$ cat src/rtl/wb_dual_arbiter.sv
`default_nettype none
// ============================================================================
// Module      : wb_dual_arbiter
// Description : Writeback stage between the even/odd execute pipes and the
//               register file. It registers both pipe results and drives the
//               file's two write ports (ep/op).
//               In a dual-issue pair the even result is older and the odd
//               result is younger. When both write the same RT, the odd
//               result must land last. In that case the odd result is parked
//               for one cycle in a skid register, and both pipes are stalled
//               while it is parked.
// Ports       : clock / reset (async, active-low)
//               ep_valid, ep_rt_addr, ep_rt_value   even pipe result in
//               op_valid, op_rt_addr, op_rt_value   odd pipe result in
//               wb_stall                            upstream hold request
//               wrt_en_ep, rt_ep_address, rt_value_ep  even write port
//               wrt_en_op, rt_op_address, rt_value_op  odd write port
//               conflict_cnt                        same-RT collision count
// Config      : `define WB_CONFLICT_CNT_EN to build the saturating collision
//               counter. Without it, conflict_cnt is tied to zero.
// Revision    : 1.0  initial release
// ============================================================================
module wb_dual_arbiter #(
    parameter int ADDR_W = 7,
    parameter int DATA_W = 128
) (
    input  logic              clock,
    input  logic              reset,
    input  logic              ep_valid,
    input  logic [ADDR_W-1:0] ep_rt_addr,
    input  logic [DATA_W-1:0] ep_rt_value,
    input  logic              op_valid,
    input  logic [ADDR_W-1:0] op_rt_addr,
    input  logic [DATA_W-1:0] op_rt_value,
    output logic              wb_stall,
    output logic              wrt_en_ep,
    output logic [ADDR_W-1:0] rt_ep_address,
    output logic [DATA_W-1:0] rt_value_ep,
    output logic              wrt_en_op,
    output logic [ADDR_W-1:0] rt_op_address,
    output logic [DATA_W-1:0] rt_value_op,
    output logic [31:0]       conflict_cnt
);

    // The state register is the skid-full flag. HOLD means an odd result is parked.
    typedef enum logic [0:0] {
        ST_IDLE = 1'b0,
        ST_HOLD = 1'b1
    } state_t;

    state_t              r_state;
    state_t              w_state_next;

    logic [ADDR_W-1:0]   r_skid_addr;
    logic [DATA_W-1:0]   r_skid_value;
    logic [ADDR_W-1:0]   w_skid_addr_next;
    logic [DATA_W-1:0]   w_skid_value_next;

    logic                r_en_ep;
    logic [ADDR_W-1:0]   r_ep_addr;
    logic [DATA_W-1:0]   r_ep_value;
    logic                r_en_op;
    logic [ADDR_W-1:0]   r_op_addr;
    logic [DATA_W-1:0]   r_op_value;

    logic                w_en_ep_next;
    logic [ADDR_W-1:0]   w_ep_addr_next;
    logic [DATA_W-1:0]   w_ep_value_next;
    logic                w_en_op_next;
    logic [ADDR_W-1:0]   w_op_addr_next;
    logic [DATA_W-1:0]   w_op_value_next;

    logic                w_collision;
    logic                w_park;

    assign w_collision = ep_valid & op_valid & (ep_rt_addr == op_rt_addr);
    // An IDLE->HOLD transition happens exactly when a collision is sampled in IDLE.
    assign w_park      = (r_state == ST_IDLE) & w_collision;

    // Stall comes straight from the skid-full flop, so no input reaches it combinationally.
    assign wb_stall    = (r_state == ST_HOLD);

    // ------------------------------------------------------------------------
    // State register
    // ------------------------------------------------------------------------
    always_ff @(posedge clock or negedge reset) begin
        if (!reset) begin
            r_state <= ST_IDLE;
        end else begin
            r_state <= w_state_next;
        end
    end

    // ------------------------------------------------------------------------
    // Next-state and next-output decode
    // ------------------------------------------------------------------------
    always_comb begin
        w_state_next      = r_state;
        w_en_ep_next      = 1'b0;
        w_en_op_next      = 1'b0;
        // Address and data hold their last value unless a write is issued.
        w_ep_addr_next    = r_ep_addr;
        w_ep_value_next   = r_ep_value;
        w_op_addr_next    = r_op_addr;
        w_op_value_next   = r_op_value;
        w_skid_addr_next  = r_skid_addr;
        w_skid_value_next = r_skid_value;

        case (r_state)
            ST_IDLE: begin
                w_en_ep_next = ep_valid;
                if (ep_valid) begin
                    w_ep_addr_next  = ep_rt_addr;
                    w_ep_value_next = ep_rt_value;
                end
                if (w_collision) begin
                    // The younger odd result is parked so that it is written after the even one.
                    w_skid_addr_next  = op_rt_addr;
                    w_skid_value_next = op_rt_value;
                    w_state_next      = ST_HOLD;
                end else begin
                    w_en_op_next = op_valid;
                    if (op_valid) begin
                        w_op_addr_next  = op_rt_addr;
                        w_op_value_next = op_rt_value;
                    end
                end
            end
            ST_HOLD: begin
                // Pipe inputs are held upstream and ignored here. Drain the skid.
                // Returning to IDLE empties the skid, because the state is the full flag.
                w_en_op_next    = 1'b1;
                w_op_addr_next  = r_skid_addr;
                w_op_value_next = r_skid_value;
                w_state_next    = ST_IDLE;
            end
            default: begin
                w_state_next = ST_IDLE;
            end
        endcase
    end

    // ------------------------------------------------------------------------
    // Write-port and skid registers
    // ------------------------------------------------------------------------
    always_ff @(posedge clock or negedge reset) begin
        if (!reset) begin
            r_en_ep      <= 1'b0;
            r_ep_addr    <= '0;
            r_ep_value   <= '0;
            r_en_op      <= 1'b0;
            r_op_addr    <= '0;
            r_op_value   <= '0;
            r_skid_addr  <= '0;
            r_skid_value <= '0;
        end else begin
            r_en_ep      <= w_en_ep_next;
            r_ep_addr    <= w_ep_addr_next;
            r_ep_value   <= w_ep_value_next;
            r_en_op      <= w_en_op_next;
            r_op_addr    <= w_op_addr_next;
            r_op_value   <= w_op_value_next;
            r_skid_addr  <= w_skid_addr_next;
            r_skid_value <= w_skid_value_next;
        end
    end

    assign wrt_en_ep     = r_en_ep;
    assign rt_ep_address = r_ep_addr;
    assign rt_value_ep   = r_ep_value;
    assign wrt_en_op     = r_en_op;
    assign rt_op_address = r_op_addr;
    assign rt_value_op   = r_op_value;

    // ------------------------------------------------------------------------
    // Optional collision counter. It saturates instead of wrapping.
    // ------------------------------------------------------------------------
`ifdef WB_CONFLICT_CNT_EN
    logic [31:0] r_conflict_cnt;

    always_ff @(posedge clock or negedge reset) begin
        if (!reset) begin
            r_conflict_cnt <= '0;
        end else if (w_park && (r_conflict_cnt != 32'hFFFF_FFFF)) begin
            r_conflict_cnt <= r_conflict_cnt + 32'd1;
        end
    end

    assign conflict_cnt = r_conflict_cnt;
`else
    assign conflict_cnt = 32'd0;
`endif

endmodule
`default_nettype wire

$ cat config.mk
export PLATFORM = sky130hd
export DESIGN_NAME = wb_dual_arbiter
export DESIGN_NICKNAME = d
export VERILOG_FILES = /design/src/rtl/wb_dual_arbiter.sv
export SDC_FILE = /design/constraint.sdc
export NUM_CORES = 1
export LEC_CHECK = 0
export ABC_AREA = 0
export CAP_MARGIN = 10
export CORE_AREA = 3 3 224 226
export DETAILED_ROUTE_END_ITERATION = 8
export DIE_AREA = 0 0 227 229
export PLACE_DENSITY = 0.67
export REMOVE_ABC_BUFFERS = 1
export SLEW_MARGIN = 10
export SYNTH_ARGS = -nofsm -noshare
export SYNTH_HDL_FRONTEND = slang
export SYNTH_SLANG_ARGS = --single-unit
$ cat constraint.sdc
create_clock -name clock -period 1.9 [get_ports clock]
set_input_delay 0.38 -clock clock [delete_from_list [all_inputs] [get_ports clock]]
set_output_delay 0.38 -clock clock [all_outputs]
set_load 0.005 [all_outputs]
=== Yosys cells after proc, flatten, opt, wreduce, memory -nomap -nowiden ===
Index checks and enable logic that the tools add are counted.

* Eq/ne operators: 3
* Muxes and demuxes: 11
* Bitwise gates (word level): 3
* Reduce and logical (&&, ||, !) cells: 3

{| class="wikitable"
|+ Operator list
! kind !! number
|-
| 2-to-1 mux 128 bit || 2
|-
| one-hot mux 128 bit (2 select lines) || 1
|-
| 2-to-1 mux 7 bit || 2
|-
| one-hot mux 7 bit (2 select lines) || 1
|-
| equality test 7 bit || 1
|-
| AND reduction 2 bit || 3
|-
| != test 2 bit, second input constant || 2
|-
| one-hot mux 1 bit (2 select lines) || 2
|-
| 2-to-1 mux 1 bit || 3
|-
| bitwise AND 1 bit || 2
|-
| inverter 1 bit || 1
|}

* Register bits: 408
* Input bits: 274
* Output and inout port bits: 305
* Word-level logic and storage cells: 29

=== Logic depth before layout (Yosys ltp) ===
* Word-level depth: 4
* Depth in mapped cells: 7
* Mapped depth without buffers: 4

=== Worst setup path after synthesis ===
No wires, ideal clock.

* Path kind: input-to-reg
* Start: input port ep_valid
* End: register r_skid_value[100]
* Setup time: 125 ps
* Data arrival time: 1847 ps
* Data required time: 1775 ps
* Slack: -72 ps
* Stages on the path: 7
* Path buffers: 3
* Cell sequence: nor2b_1 -> nand3_1 -> or4_1 -> buf_2 -> buf_6 -> buf_6 -> mux2_4

* Cells in the longest elaborated chain, start to end: 3

{| class="wikitable"
|+ RTL lines
! element !! line !! text
|-
| start, declared || 29 || <nowiki>input logic ep_valid,</nowiki>
|-
| bitwise AND 1 bit (2 in series) || 76 || <nowiki>assign w_collision = ep_valid & op_valid & (ep_rt_addr == op_rt_addr);</nowiki>
|-
| AND reduction 2 bit (no line) || - ||
|-
| end signal, assigned || 164 || <nowiki>r_skid_value <= w_skid_value_next;</nowiki>
|-
| end, declared || 55 || <nowiki>logic [DATA_W-1:0] r_skid_value;</nowiki>
|}

Every way passes these cells.
A chain may end at the register's enable or synchronous reset.

=== Worst setup path after layout ===
* Start: register r_state (netlist: wb_stall)
* End: register r_skid_value[81]

* Cells in the longest elaborated chain, start to end: 2

{| class="wikitable"
|+ RTL lines
! element !! line !! text
|-
| start, declared || 51 || <nowiki>state_t r_state;</nowiki>
|-
| start signal, assigned || 90 || <nowiki>r_state <= w_state_next;</nowiki>
|-
| inverter 1 bit (no line) || - ||
|-
| AND reduction 2 bit (no line) || - ||
|}

Every way passes these cells.

==> flow_summary.json <==
{
  "grt_max_degree": 80,
  "final-setup-viol-count": 244,
  "stdcell_count": 2329,
  "clock-sinks": 408,
  "ys_ff_latch": 408,
  "path_cells": "nor2b_4, nand3_2, or4_4, buf_12, mux2_4",
  "path_clk_slew_ns": 0.06,
  "synth_cell_types": 17,
  "grt_overflow": 0,
  "numCtsBuffers": 46,
  "worst_path_max_delay_cell": "or4_4",
  "drc": 0,
  "max-cap-violations": 0,
  "drt-initial-drc-count": 315,
  "ctsRootBufferMaster": "clkbuf_16",
  "first_pass_iters": 4,
  "met2_usage": 0.332,
  "cts.htree.levels": 2,
  "vias": 11021,
  "drv_slew": 0,
  "outcome": "finished with violations",
  "power.density_nw_per_um2": 884,
  "grtUsageMet1": 0.206,
  "setup_tns_ns": -22.98,
  "syn-instance-count": 1057,
  "switchingPower_mw": 5.23,
  "vdd_drop_max_v": 0.000616,
  "finalCritPeriodShare": 1.09,
  "dieHeight_um": 229,
  "finalCoreUtilization": 0.529,
  "drt_wl_total_um": 52600,
  "min_path_type": "in -> reg",
  "io_buffer_count": 546,
  "leakage_nw": 11.3,
  "grt_pass1_vias": 11940,
  "clock_path_buffers": 3,
  "grt-busiest-layer": "met2",
  "clockPowerShare": 0.400,
  "period_needed_ns": 2.07,
  "drt-vias-per-instance": 4.73,
  "die_width_um": 227,
  "start_util": 0.353,
  "ios": 579,
  "grt_pass1_wl_um": 74900,
  "syn_area_per_cell_um2": 16.2,
  "fp-row-count": 81,
  "n_fill_cell": 4116,
  "area_growth_syn_to_layout_pct": 50.0,
  "pre_cts_ws_ns": -0.751,
  "dp_hpwl_um": 36400,
  "stdcell_area_um2": 25700,
  "critical-path-max-stage-delay_ns": 0.54,
  "skew_ns": 0.0101,
  "rsz0062_at_grt": "true",
  "yosysSeqAreaShare": 0.596,
  "antenna_found_initial": 14,
  "post_drt_wl_per_cell_um": 22.6,
  "met3_usage": 0.0793,
  "startpoint": "wb_stall",
  "final-seq-area_um2": 10200,
  "sw_frac_of_total": 0.230,
  "nNetsFinal": 1938,
  "place_area_um2": 23400,
  "multiInputGateArea_um2": 6540,
  "yosys_warnings": 0,
  "cp.required_ns": 2.34,
  "post-place-cells": 2202,
  "critPathMaxFanout": 49,
  "cp.arrival_ns": 2.51,
  "clkLatencyLatePin_ns": 0.56,
  "intPower_mw": 17.5,
  "violations": "setup timing",
  "core_um2": 48500,
  "antenna_left": 0,
  "drive_gt1_frac": 0.405,
  "track_usage": 0.190,
  "cts_tree": "built",
  "crit_type": "reg -> reg",
  "die-area_um2": 52000,
  "fin_ws_ns": -0.171,
  "p_comb_frac": 0.162,
  "netlist_area_um2": 17100,
  "critPathCaptureType": "register",
  "gp_congestion": 0.793,
  "power_frac_seq": 0.438,
  "r2r-start": "wb_stall",
  "hp-start": "op_rt_addr[6]",
  "startpoint_type": "register",
  "fmax_ghz": 0.483,
  "hold_viol_final": 0
}
routing by layer:
metal,up-vias,wire length (um)
li1,4932,-
met1,5638,18800
met2,373,27200
met3,68,5100
met4,10,1450
met5,-,70
metrics by stage:
stage | hold slack [ns] | power (mW)
after global routing | 0.273 | 23.7
final | 0.277 | 22.7
after floorplan | 0.0844 | 11.3
after CTS | 0.253 | 23.0
after detailed placement | 0.245 | 13.7
after global placement | 0.243 | 13.7
power groups by stage:
stage / clock network [mW] / logic (mW) / registers (mW)
floorplan: 0 / 1.22 / 10.1
global placement: 0 / 3.59 / 10.1
detailed placement: 0 / 3.64 / 10.1
CTS: 9.37 / 3.68 / 9.96
global route: 9.70 / 3.92 / 10.1
finish: 9.10 / 3.68 / 9.95
final timing paths:
check / slack [ns] / to / depth (start not counted)
worst min-delay path: 0.28 / r_skid_addr[6] / 3
worst max-delay path: -0.17 / r_skid_value[81] / 5
worst max register to register: -0.17 / r_skid_value[81] / 5
max in group asynchronous: 0.83 / rt_value_op[80] / 3
min in group asynchronous: 0.30 / r_skid_value[9] / 2
worst min register to register: 0.50 / rt_value_op[17] / 1
cell type report:
class / count / area share
multi-input cells: 588 / 0.254
well taps: 622 / 0.0303
clock buffers: 72 / 0.0538
repair buffers: 620 / 0.257
diodes: 6 / 0.000584
flip-flops and latches: 408 / 0.397
clock inverters: 13 / 0.00643
layout by cell type, fill, tap and decap left out, types with 6 or more instances in the layout:
cell type	n
clkinv_2	9
dlygate4sd2_1	41
buf_4	28
xnor2_1	7
clkbuf_1	16
conb_1	32
diode_2	6
buf_12	20
clkbuf_8	7
clkbuf_16	58
dfrtp_1	407
clkdlybuf4s50_1	502
mux2_4	53
mux2_2	487
cells by family (layout without fill, tap and decap cells):
| group | after synthesis | count (layout) | share of synthesized area |
|---|---|---|---|
| AOI/OAI and AO/OA | 1 | 1 | 0.000584 |
| xor gates and xnor gates | 7 | 7 | 0.00358 |
| buffers and inverters | 92 | 705 | 0.0313 |
| DFF | 408 | 408 | 0.596 |
| muxes | 540 | 540 | 0.366 |
| other | 1 | 38 | 0.000219 |
| and+or+nand+nor | 8 | 8 | 0.00241 |
cell usage after synthesis (all sizes together):
cell type | number | share of area
mux2 | 540 | 0.37
dfrtp | 408 | 0.60
buf | 77 | 0.028
clkbuf | 15 | 0.0033
xnor2 | 7 | 0.0036
nand2 | 3 | 0.00066
conb | 1 | 0.00022
nand3 | 1 | 0.00029
nand4 | 1 | 0.00037
nor2b | 1 | 0.00037
nor3 | 1 | 0.00029
o32a | 1 | 0.00058
or4 | 1 | 0.00044
critical path, delay by kind of cell (launching register included):
kind	cells	cell delay, ns
AND/OR/NAND/NOR	3	0.78
flip-flops	1	0.50
multiplexers	1	0.35
buffers and inverters	1	0.22
timing repair:
action                                  in CTS  in global routing
gates cloned                                 6                 12
gates resized for setup                     61                 30
hold buffers                                 1                  0
endpoints found under the setup margin     437                343
pin swaps                                    2                  1
hold endpoints to repair                    49                  0
buffers inserted                             5                 14
registers in the layout, indices dropped and copies added, names as in the netlist:
name	count
r_skid_addr	7
rt_op_address	7
wrt_en_ep	1
r_skid_value	128
rt_ep_address	7
rt_value_ep	128
rt_value_op	128
wrt_en_op	1
wb_stall	1
(Power assumes the default switching activity.)
